<file path="src/rtl/uart_tx_arbiter_pkg.sv">
// Shared types and helpers for the uart_tx byte-sink arbiter.
package uart_pkg;

    typedef enum logic {
        IDLE = 1'b0,
        LOCK = 1'b1
    } arb_state_e;

    localparam int DATA_W_DEF = 8;
    localparam int CNT_W      = 16;

    // Next round-robin index; explicit wrap because n need not be a power of 2.
    function automatic int rr_next(input int idx, input int n);
        return (idx + 1 >= n) ? 0 : idx + 1;
    endfunction

endpackage

</file>
<file path="src/rtl/uart_tx_arbiter_if.sv">
// Requester-side and sink-side handshake bundle for the arbiter.
interface uart_tx_arbiter_if
    import uart_pkg::*;
#(
    parameter int NUM_REQ = 4,
    parameter int DATA_W  = DATA_W_DEF
);
    logic [NUM_REQ*DATA_W-1:0]  req_data;
    logic [NUM_REQ-1:0]         req_valid;
    logic [NUM_REQ-1:0]         req_last;
    logic [NUM_REQ-1:0]         req_ready;
    logic [DATA_W-1:0]          byte_out_data;
    logic                       byte_out_valid;
    logic                       byte_out_ready;
    logic [NUM_REQ-1:0]         grant;
    logic                       stall_err;
    logic [$clog2(NUM_REQ)-1:0] stall_id;

    // Environment side: requesters plus the uart_tx sink.
    modport master (
        output req_data, req_valid, req_last, byte_out_ready,
        input  req_ready, byte_out_data, byte_out_valid, grant, stall_err, stall_id
    );

    // Arbiter side.
    modport slave (
        input  req_data, req_valid, req_last, byte_out_ready,
        output req_ready, byte_out_data, byte_out_valid, grant, stall_err, stall_id
    );
endinterface

</file>
<file path="src/rtl/uart_tx_arbiter_rr_pick.sv">
// Combinational round-robin priority picker: first set request at or above
// start, wrapping modulo N.
module rr_pick #(
    parameter int N = 4,
    parameter int W = $clog2(N)
) (
    input  logic [N-1:0] req,
    input  logic [W-1:0] start,
    output logic [N-1:0] onehot,
    output logic [W-1:0] idx,
    output logic         found
);
    int j;

    // Scan upward from start; the first hit wins.
    always_comb begin
        onehot = '0;
        idx    = '0;
        found  = 1'b0;
        j      = 0;
        for (int k = 0; k < N; k++) begin
            j = int'(start) + k;
            if (j >= N) j = j - N;
            if (!found && req[j]) begin
                found     = 1'b1;
                onehot[j] = 1'b1;
                idx       = W'(j);
            end
        end
    end
endmodule

</file>
<file path="src/rtl/uart_tx_arbiter.sv">
// Round-robin, packet-locked arbiter in front of uart_tx with a stall watchdog
// that frees the transmitter if the owner goes silent mid-packet.
module uart_tx_arbiter
    import uart_pkg::*;
#(
    parameter int NUM_REQ       = 4,
    parameter int STALL_TIMEOUT = 1000,
    parameter int DATA_W        = DATA_W_DEF
) (
    input  logic              clk,
    input  logic              rst_n,
    uart_tx_arbiter_if.slave  bus
);
    localparam int PTR_W = $clog2(NUM_REQ);

    arb_state_e         state, state_nx;
    logic [NUM_REQ-1:0] grant_q;
    logic [PTR_W-1:0]   owner, rr_ptr, stall_id_q, next_ptr;
    logic [CNT_W-1:0]   stall_cnt;
    logic               stall_err_q;

    logic [NUM_REQ-1:0] pick_oh;
    logic [PTR_W-1:0]   pick_idx;
    logic               pick_found;
    logic               owner_valid, owner_last, expire, xfer;

    rr_pick #(.N(NUM_REQ), .W(PTR_W)) u_pick (
        .req    (bus.req_valid),
        .start  (rr_ptr),
        .onehot (pick_oh),
        .idx    (pick_idx),
        .found  (pick_found)
    );

    assign owner_valid = bus.req_valid[owner];
    assign owner_last  = bus.req_last[owner];
    // Expiry outranks a late valid from the owner: nothing moves that cycle.
    assign expire      = (state == LOCK) && (stall_cnt == CNT_W'(STALL_TIMEOUT));
    assign xfer        = (state == LOCK) && !expire && owner_valid && bus.byte_out_ready;
    assign next_ptr    = PTR_W'(rr_next(int'(owner), NUM_REQ));

    assign bus.grant     = grant_q;
    assign bus.stall_err = stall_err_q;
    assign bus.stall_id  = stall_id_q;

    // FSM state register.
    always_ff @(posedge clk or negedge rst_n) begin
        if (!rst_n) state <= IDLE;
        else        state <= state_nx;
    end

    // Next state and the combinational owner-to-sink pass-through.
    always_comb begin
        state_nx           = state;
        bus.req_ready      = '0;
        bus.byte_out_valid = 1'b0;
        bus.byte_out_data  = '0;
        case (state)
            IDLE: begin
                if (pick_found) state_nx = LOCK;
            end
            LOCK: begin
                bus.byte_out_data = bus.req_data[int'(owner)*DATA_W +: DATA_W];
                if (!expire) begin
                    bus.byte_out_valid = owner_valid;
                    bus.req_ready[owner] = bus.byte_out_ready;
                end
                if (expire || (xfer && owner_last)) state_nx = IDLE;
            end
            default: state_nx = IDLE;
        endcase
    end

    // Grant, round-robin pointer and watchdog bookkeeping.
    always_ff @(posedge clk or negedge rst_n) begin
        if (!rst_n) begin
            grant_q     <= '0;
            owner       <= '0;
            rr_ptr      <= '0;
            stall_cnt   <= '0;
            stall_err_q <= 1'b0;
            stall_id_q  <= '0;
        end else begin
            stall_err_q <= 1'b0;
            if (state == IDLE) begin
                if (pick_found) begin
                    grant_q   <= pick_oh;
                    owner     <= pick_idx;
                    stall_cnt <= '0;
                end
            end else if (expire) begin
                grant_q     <= '0;
                rr_ptr      <= next_ptr;
                stall_cnt   <= '0;
                stall_err_q <= 1'b1;
                stall_id_q  <= owner;
            end else if (xfer && owner_last) begin
                grant_q   <= '0;
                rr_ptr    <= next_ptr;
                stall_cnt <= '0;
            end else if (owner_valid) begin
                // Valid owner, stalled or not by the sink, is never idle.
                stall_cnt <= '0;
            end else if (stall_cnt != '1) begin
                stall_cnt <= stall_cnt + 1'b1;
            end
        end
    end
endmodule

</file>
<file path="src/flat_wrapper.sv">
// flat-port wrapper written by rule: the top's interface ports become plain ports
module uart_tx_arbiter_flat import uart_pkg::*;
#(
    parameter int NUM_REQ       = 4,
    parameter int STALL_TIMEOUT = 1000,
    parameter int DATA_W        = DATA_W_DEF
)
  (clk, rst_n, bus_req_data, bus_req_valid, bus_req_last, bus_byte_out_ready, bus_req_ready, bus_byte_out_data, bus_byte_out_valid, bus_grant, bus_stall_err, bus_stall_id);
  uart_tx_arbiter_if #(.NUM_REQ(NUM_REQ), .DATA_W(DATA_W)) bus_i ();
  input  logic clk;
  input  logic rst_n;
  input wire logic [$bits(bus_i.req_data)-1:0] bus_req_data;
  input wire logic [$bits(bus_i.req_valid)-1:0] bus_req_valid;
  input wire logic [$bits(bus_i.req_last)-1:0] bus_req_last;
  input wire logic [$bits(bus_i.byte_out_ready)-1:0] bus_byte_out_ready;
  output wire logic [$bits(bus_i.req_ready)-1:0] bus_req_ready;
  output wire logic [$bits(bus_i.byte_out_data)-1:0] bus_byte_out_data;
  output wire logic [$bits(bus_i.byte_out_valid)-1:0] bus_byte_out_valid;
  output wire logic [$bits(bus_i.grant)-1:0] bus_grant;
  output wire logic [$bits(bus_i.stall_err)-1:0] bus_stall_err;
  output wire logic [$bits(bus_i.stall_id)-1:0] bus_stall_id;
  assign bus_i.req_data = bus_req_data;
  assign bus_i.req_valid = bus_req_valid;
  assign bus_i.req_last = bus_req_last;
  assign bus_i.byte_out_ready = bus_byte_out_ready;
  assign bus_req_ready = bus_i.req_ready;
  assign bus_byte_out_data = bus_i.byte_out_data;
  assign bus_byte_out_valid = bus_i.byte_out_valid;
  assign bus_grant = bus_i.grant;
  assign bus_stall_err = bus_i.stall_err;
  assign bus_stall_id = bus_i.stall_id;
  uart_tx_arbiter #(.NUM_REQ(NUM_REQ), .STALL_TIMEOUT(STALL_TIMEOUT), .DATA_W(DATA_W)) u_core (.clk(clk), .rst_n(rst_n), .bus(bus_i));
endmodule
</file>
<file path="config.mk">
export PLATFORM = sky130hd
export DESIGN_NAME = uart_tx_arbiter_flat
export DESIGN_NICKNAME = d
export VERILOG_FILES = /design/src/rtl/uart_tx_arbiter_pkg.sv /design/src/rtl/uart_tx_arbiter_if.sv /design/src/rtl/uart_tx_arbiter_rr_pick.sv /design/src/rtl/uart_tx_arbiter.sv /design/src/flat_wrapper.sv
export SDC_FILE = /design/constraint.sdc
export NUM_CORES = 1
export LEC_CHECK = 0
export CAP_MARGIN = 20
export CORE_MARGIN = 8
export CORE_UTILIZATION = 50
export CTS_CLUSTER_DIAMETER = 100
export DETAILED_ROUTE_END_ITERATION = 10
export DONT_BUFFER_PORTS = 1
export HOLD_SLACK_MARGIN = 0.12
export PLACE_DENSITY = 0.76
export SLEW_MARGIN = 20
export SYNTH_ARGS = -nofsm -noshare
export SYNTH_HDL_FRONTEND = slang
export SYNTH_HIERARCHICAL = 1
export SYNTH_SLANG_ARGS = --single-unit
</file>
<file path="constraint.sdc">
create_clock -name clk -period 2.9 [get_ports clk]
set_clock_uncertainty 0.05 [all_clocks]
set_input_delay 0.29 -clock clk [delete_from_list [all_inputs] [get_ports clk]]
set_output_delay 0.29 -clock clk [all_outputs]
set_load 0.02 [all_outputs]
</file>
==> results.sh <==
export IMPL_status="finished clean"
export IMPL_p_sw_share_pct=45.36
export IMPL_synth_flop_cell="dfrtp_1"
export IMPL_overflow=0
export IMPL_grt_max_degree=29
export IMPL_worst_slew_pin_slew_ps=769.1
export IMPL_syn_avg_cell_area_sq_um=9.596
export IMPL_setup_tns_final_ps=0
export IMPL_synthAdderAreaFrac_pct=7.361
export IMPL_ios=63
export IMPL_seq_power_share_pct=25.1
export IMPL_synth_compound_gate_area_share_pct=17.51
export IMPL_antenna_found_initial=0
export IMPL_synthArstFlopShare_pct=100.0
export IMPL_final_common_cell="dfrtp_1"
export IMPL_path_class="flip-flop to flip-flop"
export IMPL_rsz0062_at_grt="false"
export IMPL_cts_htree_levels=1
export IMPL_vias=1990
export IMPL_pwr_density_cell_mw_per_mm2=906.6
export IMPL_p_clk_share_pct=13.8
export IMPL_p_leak_nw=1.041
export IMPL_gp_congestion=0.8724
export IMPL_reg2reg_slack_ps=240
export IMPL_clk_latency_ps=280
export IMPL_required_ps=3010
export IMPL_synthToLayoutAreaGrowth_pct=6.993
export IMPL_via_per_inst=6.546
export IMPL_grt_usage_pct=16.73
export IMPL_synth_xor_area_share_pct=0
export IMPL_fp_row_count=25
export IMPL_slowest_delay_ps=440
export IMPL_synth_top_family_by_area="simple AND/OR/NAND/NOR gates"
export IMPL_reg2reg_depth=8
export IMPL_synthMuxAreaShare_pct=17.72
export IMPL_grt_pass1_wl_um=9998
export IMPL_cap_violations=0
export IMPL_tritoncts="built"
export IMPL_synth_edf_count=0
export IMPL_cts_reportedPaths_clkPinSlew_ps=110
export IMPL_start_util_pct=51.06
export IMPL_cts_path_max_buffers=2
export IMPL_end_kind="flip-flop"
export IMPL_power_internal_w=0.001261
export IMPL_crit_slowest_cell="dfrtp_2"
export IMPL_min_period_ps=2665
export IMPL_synth_cells=248
export IMPL_first_iter_violations=104
export IMPL_fmax_ghz=0.3753
export IMPL_grt_pass1_vias=2072
export IMPL_fin_nets=308
export IMPL_ys_ff_latch=28
export IMPL_layout_common_cells="dfrtp_1 (27), nand2_1 (25), nor2_1 (14), ha_1 (14)"
export IMPL_crit_chain="inv_1 > ha_1 > mux4_2 > nor3_1 > nand2b_1 > or2_2 > a41oi_1 > a21oi_1"
export IMPL_fp_dieArea_sq_mm=0.007223
export IMPL_synth_net_count=305
export IMPL_fin_util_pct=54.63
export IMPL_hold_path_class="primary input to flip-flop"
export IMPL_slew_headroom_pct=48.45
export IMPL_core_sq_mm=0.004661
export IMPL_seq_area_frac_synth_pct=29.44
export IMPL_final_hold_viol_count=0
export IMPL_ant_nets=0
export IMPL_critPathLaunch="u_core/rr_ptr[0]"
export IMPL_wl_per_cell_um=19.96
export IMPL_slew_viol_final=0
export IMPL_numClockSinks=28
export IMPL_yosys_warnings=6
export IMPL_netlist_area_sq_mm=0.002380
export IMPL_p_sw_w=0.001047
export IMPL_p_comb_share_pct=61.1
export IMPL_hold_path_depth=2
export IMPL_ir_drop_mv=0.5171
export IMPL_fp_dieH_um=84.99
export IMPL_cp_data_arrival_time_ps=2780
export IMPL_cts_setup_buffers=0
export IMPL_dp_hpwl_um=4572
export IMPL_crit_reg2reg_launch="u_core/rr_ptr[0]"
export IMPL_min_from="bus_byte_out_ready"
export IMPL_cp_max_fo=10
export IMPL_finalSetupViolations=0
export IMPL_cts_root_buf="clkbuf_8"
export IMPL_fp_dieW_um=84.99
export IMPL_portBuffers=0
export IMPL_ys_types=52
export IMPL_cts_buffers_inserted=3
export IMPL_diodes=0
export IMPL_timing_final_crit_share_pct=91.88
export IMPL_drive_above_1_share_pct=15.60
export IMPL_drtPass1Iterations=4
export IMPL_route_detailed_drc=0
export IMPL_routed_wl_um=6068
export IMPL_yosys_area_share_simple_pct=22.45
export IMPL_cp_start_kind="flip-flop"
[power by group through the flow]
| stage | Combinational (W) | Sequential, W | Clock (W) |
|---|---|---|---|
| finish | 0.00141 | 0.000579 | 0.000319 |
| global route | 0.00154 | 0.000595 | 0.000336 |
| global placement | 0.00135 | 0.000580 | 0 |
| detailed placement | 0.00139 | 0.000584 | 0 |
| CTS | 0.00141 | 0.000580 | 0.000324 |
| floorplan | 0.00114 | 0.000575 | 0 |
[state kept, by name, summed over array words and instances (netlist names)]
signal and cells:
u_core/rr_ptr 2, u_core/bus.stall_err 1, u_core/owner 2, u_core/bus.stall_id 2, u_core/state 1, u_core/stall_cnt 16, u_core/bus.grant 4
[Yosys cell counts, drive strengths merged (5+ instances only)]
library cell   n  share of area (%)
mux4          14                 14
o21ai         12                2.5
nor2          14                2.2
buf            9                2.6
clkbuf         6                1.0
nand2         25                3.9
nand4          7                1.8
nor3           6                1.5
dfrtp         28                 29
a31oi          7                1.8
nand3         10                2.1
and2          11                2.9
mux2i          5                2.1
a21oi         11                2.3
ha            14                7.4
a22oi          8                2.5
inv           12                1.9
[critical path: cells and delay by family, from the launching register on]
family	cells	cell delay (ps)
multiplexers	1	440
buffers and inverters	1	120
AND/OR/NAND/NOR	3	840
adder cells (fa/ha/maj)	1	370
flip-flops	1	440
AO/OA/AOI/OAI	2	300
[worst paths after layout]
| kind | to |
|---|---|
| max in group asynchronous | u_core/rr_ptr[0] |
| setup / recovery | u_core/stall_cnt[14] |
| min in group asynchronous | u_core/stall_cnt[4] |
| hold reg to reg | u_core/stall_cnt[7] |
| setup reg to reg | u_core/stall_cnt[14] |
| hold / removal | u_core/state |
[routing by layer]
metal	part of all wire (%)	vias up	GRT usage, %
met5	0	-	0
met4	1.2	0	4.854
met3	8.3	6	5.985
met2	47	90	27.20
met1	43	943	20.20
li1	-	951	-
[metrics by stage]
step / hold WS [ps] / cell area [sq um] / instances / total power, W / setup slack (ps)
after floorplan: -55.59 / 2380 / 248 / 0.001717 / 128.8
after global placement: -54.45 / 2444 / 298 / 0.001934 / 317.1
after detailed placement: -54.35 / 2444 / 298 / 0.001972 / 180.6
after CTS: 237.5 / 2545 / 304 / 0.002315 / 160.9
after global routing: 233.6 / 2546 / 304 / 0.002470 / 77.37
final: 242.6 / 2546 / 304 / 0.002308 / 235.5
[kinds of logic after synthesis]
logic type	Yosys count
mux	23
compound gates	62
simple gates	94
buf+inv	27
fa+ha+maj	14
flops	28
[timing repair]
item	CTS	global route
endpoints found under the hold margin	28	0
endpoints found under the setup margin	0	1
hold buffers	2	0
resized for setup	0	1
[cell type report]
cell class	count	area, sq um
inverter	12	45.04
sequential	28	701.9
timing repair buffer	13	112.6
multi-input combinational	193	1548
tap	54	67.56
fill	412	2115
clock inverter	1	30.03
clock buffer	3	41.29
No activity file was read; power rests on OpenSTA's default activity.
